`src/rtl/ring_counter.sv`:
```
// rtl/ring_counter.sv - one-hot / Johnson ring counter with wrap tick and illegal-state flag.
// Define RING_COUNTER_SELF_CORRECT_EN to send CE steps from illegal states straight to home.
module ring_counter #(
   parameter int WIDTH = 4,
   parameter int MODE  = 0
) (
   input  logic             CLK,
   input  logic             RESETN,
   input  logic             CE,
   input  logic             DIR,
   input  logic             LOAD,
   input  logic [WIDTH-1:0] D,
   output logic [WIDTH-1:0] O,
   output logic             TICK,
   output logic             ERR
);

   localparam logic             TWIST = (MODE == 1);
   localparam logic [WIDTH-1:0] HOME  = TWIST ? '0 : WIDTH'(1);

   logic [WIDTH-1:0] o_q;
   logic [WIDTH-1:0] o_d;
   logic [WIDTH-1:0] shift_val;
   logic [WIDTH-2:0] edge_vec;
   logic             tick_q;
   logic             tick_d;
   logic             legal;

   // Johnson states have at most one boundary between adjacent bits; one-hot has one bit set.
   always_comb begin
      edge_vec = o_q[WIDTH-1:1] ^ o_q[WIDTH-2:0];
      if (TWIST) begin
         legal = ((edge_vec & (edge_vec - (WIDTH-1)'(1))) == '0);
      end else begin
         legal = (o_q != '0) && ((o_q & (o_q - WIDTH'(1))) == '0);
      end
   end

   always_comb begin
      if (DIR) begin
         shift_val = {o_q[0] ^ TWIST, o_q[WIDTH-1:1]};
      end else begin
         shift_val = {o_q[WIDTH-2:0], o_q[WIDTH-1] ^ TWIST};
      end
   end

   always_comb begin
      o_d    = o_q;
      tick_d = 1'b0;
      if (LOAD) begin
         o_d = D;
      end else if (CE) begin
`ifdef RING_COUNTER_SELF_CORRECT_EN
         if (!legal) begin
            o_d = HOME;
         end else begin
            o_d    = shift_val;
            tick_d = (shift_val == HOME);
         end
`else
         o_d    = shift_val;
         tick_d = (shift_val == HOME);
`endif
      end
   end

   always_ff @(posedge CLK or negedge RESETN) begin
      if (!RESETN) begin
         o_q    <= HOME;
         tick_q <= 1'b0;
      end else begin
         o_q    <= o_d;
         tick_q <= tick_d;
      end
   end

   assign O    = o_q;
   assign TICK = tick_q;
   assign ERR  = ~legal;

endmodule
```
`config.mk`:
```
export PLATFORM = sky130hd
export DESIGN_NAME = ring_counter
export DESIGN_NICKNAME = d
export VERILOG_FILES = /design/src/rtl/ring_counter.sv
export SDC_FILE = /design/constraint.sdc
export NUM_CORES = 1
export LEC_CHECK = 0
export BUFFER_PORTS_ARGS = -buffer_cell sky130_fd_sc_hd__buf_4
export CORE_AREA = 2 2 39 41
export DETAILED_ROUTE_END_ITERATION = 16
export DIE_AREA = 0 0 41 43
export GPL_TIMING_DRIVEN = 0
export PLACE_DENSITY = 0.55
export SYNTH_ARGS = -nofsm -noshare
export SYNTH_HDL_FRONTEND = slang
export SYNTH_SLANG_ARGS = --single-unit
```
`constraint.sdc`:
```
create_clock -name CLK -period 1.6 [get_ports CLK]
set_input_delay 0.24 -clock CLK [delete_from_list [all_inputs] [get_ports CLK]]
set_output_delay 0.24 -clock CLK [all_outputs]
set_load 0.03 [all_outputs]
```
==> results.sh <==
export IMPL_status="finished, final reports clean"
export IMPL_cts_sinks=5
export IMPL_antenna_found_initial=0
export IMPL_syn_num_nets=41
export IMPL_setup_viol=0
export IMPL_grt_max_degree=10
export IMPL_grt_overflow=0
export IMPL_die_area_um2=1760
export IMPL_place_hpwl_um=520
export IMPL_reg2reg_to="O[3]"
export IMPL_fin_skew_ns=0.00408
export IMPL_dr_first_iter_drc_count=9
export IMPL_drc_errors=0
export IMPL_arrival_ns=1.32
export IMPL_diodes=0
export IMPL_rows=14
export IMPL_globalplace_congestion=0.613
export IMPL_final_cells=65
export IMPL_report_final_slew_viol_count=0
export IMPL_clockBufferDepth=2
export IMPL_peakVddDrop_mv=0.438
export IMPL_final_cell_mix="12 x buf_4, 5 x nor2_1, 4 x dfrtp_1, 4 x mux2i_1, 4 x a21o_1"
export IMPL_post_place_ws_ns=0.204
export IMPL_grt_pass1_vias=233
export IMPL_area_delta_synth_final_pct=45.8
export IMPL_avgSynthCellArea_um2=10.2
export IMPL_synth_cell_type_count=15
export IMPL_holdCritStartpoint="D[3]"
export IMPL_h_tree_depth=1
export IMPL_power_density_nw_per_um2=925
export IMPL_period_needed_ns=1.56
export IMPL_ys_warnings_count=0
export IMPL_relSlewSlack_pct=84.4
export IMPL_critPathRequiredTime_ns=1.36
export IMPL_maxCapViolCount=0
export IMPL_dr_pass1_iters=4
export IMPL_die_x_um=41
export IMPL_drive_above_1_share_pct=38.8
export IMPL_hold_worst_slack_ns=0.208
export IMPL_grt_pass1_wl_mm=1.04
export IMPL_totalWireLength_um=673
export IMPL_io_buffers=11
export IMPL_clk_pin_slew_ns=0.04
export IMPL_grtUsageTotal_pct=9.51
export IMPL_clk_latency_ns=0.24
export IMPL_die_h_um=43
export IMPL_coreArea_um2=1380
export IMPL_criticalPathCategory="flip-flop to primary output"
export IMPL_rsz0062_at_grt="true"
export IMPL_min_path_cells=2
export IMPL_r2r_cells=4
export IMPL_worst_slew_pin_slew_ns=0.232
export IMPL_post_route_period_util_pct=97.3
export IMPL_hp_class="input port to flip-flop"
export IMPL_power_mw=0.442
export IMPL_p_leak_nw=0.244
export IMPL_cts_tree="built"
export IMPL_min_to="O[3]"
export IMPL_cts_root_buffer="clkbuf_4"
export IMPL_critical_path_startpoint_type="flip-flop"
export IMPL_critPathCaptureType="primary output"
export IMPL_initial_core_util_pct=23.7
export IMPL_crit_fanout=4
export IMPL_reg2reg_from="O[0]"
export IMPL_netlist_top_cells_area="dfrtp_1 31%, mux2i_1 12%, a21o_1 9.2%"
export IMPL_viasPerCell=4.52
export IMPL_r2r_setup_slack_ns=0.41
export IMPL_cts_made_buffers=3
export IMPL_fmax_mhz=643
export IMPL_postRouteAntennaNets=0
export IMPL_final_common_cell="buf_4"
export IMPL_setup_ws_ns=0.0439
export IMPL_ys_seq_area_share_pct=38.5
export IMPL_vias=294
export IMPL_nets=59
export IMPL_finalHoldViolations=0
export IMPL_drt_wirelength_per_cell_um=10.4
export IMPL_netlist_area_leader_share_pct=30.5
export IMPL_synth_area_um2=328
export IMPL_synthCells=32
export IMPL_ios=15
export IMPL_yosys_register_bits=5
export IMPL_yosysTopAreaCell="dfrtp_1"
export IMPL_dpl_cell_count=59
-- Yosys cell counts --
cell	count
a211oi_1	3
a21o_1	4
a311oi_1	1
and4b_1	1
buf_4	1
buf_6	2
dfrtp_1	4
dfstp_2	1
mux2i_1	4
nand2_1	1
nand2b_1	2
nor2_1	5
o22ai_1	1
o32a_1	1
xor2_1	1
-- metal layers --
metal	vias up	track usage, %	part of all wire (%)
li1	153	-	-
met1	132	14.5	49
met2	9	10.0	44
met3	0	3.14	6.8
met4	0	8.00	0
met5	-	0	0
-- report_power, final --
| part | leakage [nW] | switching (mW) | internal [mW] |
|---|---|---|---|
| Clock | 0.0150 | 0.0469 | 0.0940 |
| Combinational | 0.169 | 0.0723 | 0.0718 |
| Sequential | 0.0602 | 0.0173 | 0.140 |
-- through the flow --
stage,setup TNS (ns),util [%],instance area [µm²]
6_report,0,34.5,478
2_1_floorplan,0,-,328
3_3_place_gp,0,31.1,430
4_1_cts,0,34.5,478
3_5_place_dp,0,31.1,430
5_1_grt,-0.0142,34.5,478
-- what timing repair did --
action | CTS | global route
hold endpoints to repair | 5 | 0
gates cloned | 0 | 0
buffers inserted | 1 | 0
resized for setup | 1 | 0
hold buffers | 1 | 0
setup endpoints to repair | 1 | 1
pin swaps | 0 | 1
-- worst max-delay path: stages (launching register included) --
cell and delay [ns]:
dfstp_2 0.55, xor2_1 0.14, mux2i_1 0.08, o32a_1 0.17
buf_6 0.14
-- state kept, by name, summed over array words and instances, names as in the netlist --
signal  cells
TICK        1
O           4
-- cells by family (layout without fill, tap and decap cells) --
group	count (synthesis)	count (layout)	synth area share, %
AO/OA/AOI/OAI	10	10	23.7
XOR/XNOR	1	1	2.67
buffers and inverters	3	20	9.16
flip-flops	5	5	38.6
multiplexers	4	4	12.2
AND/OR/NAND/NOR	9	9	13.7
-- worst max-delay path by stage --
stage | start | endpoint | depth (start not counted)
after detailed placement | O[0] | ERR | 4
after floorplan | O[0] | ERR | 3
after global routing | O[0] | ERR | 4
after global placement | O[0] | ERR | 4
final | O[0] | ERR | 4
after CTS | O[0] | ERR | 4
-- layout make-up --
| class | count | area [µm²] |
|---|---|---|
| plain buffers | 3 | 30.0 |
| clock buffers | 4 | 26.3 |
| fillers | 149 | 906 |
| multi-input cells | 24 | 171 |
| flip-flops and latches | 5 | 126 |
| well taps | 16 | 20.0 |
| repair buffers | 13 | 104 |
Note: power is estimated with default switching activity, not from simulation.
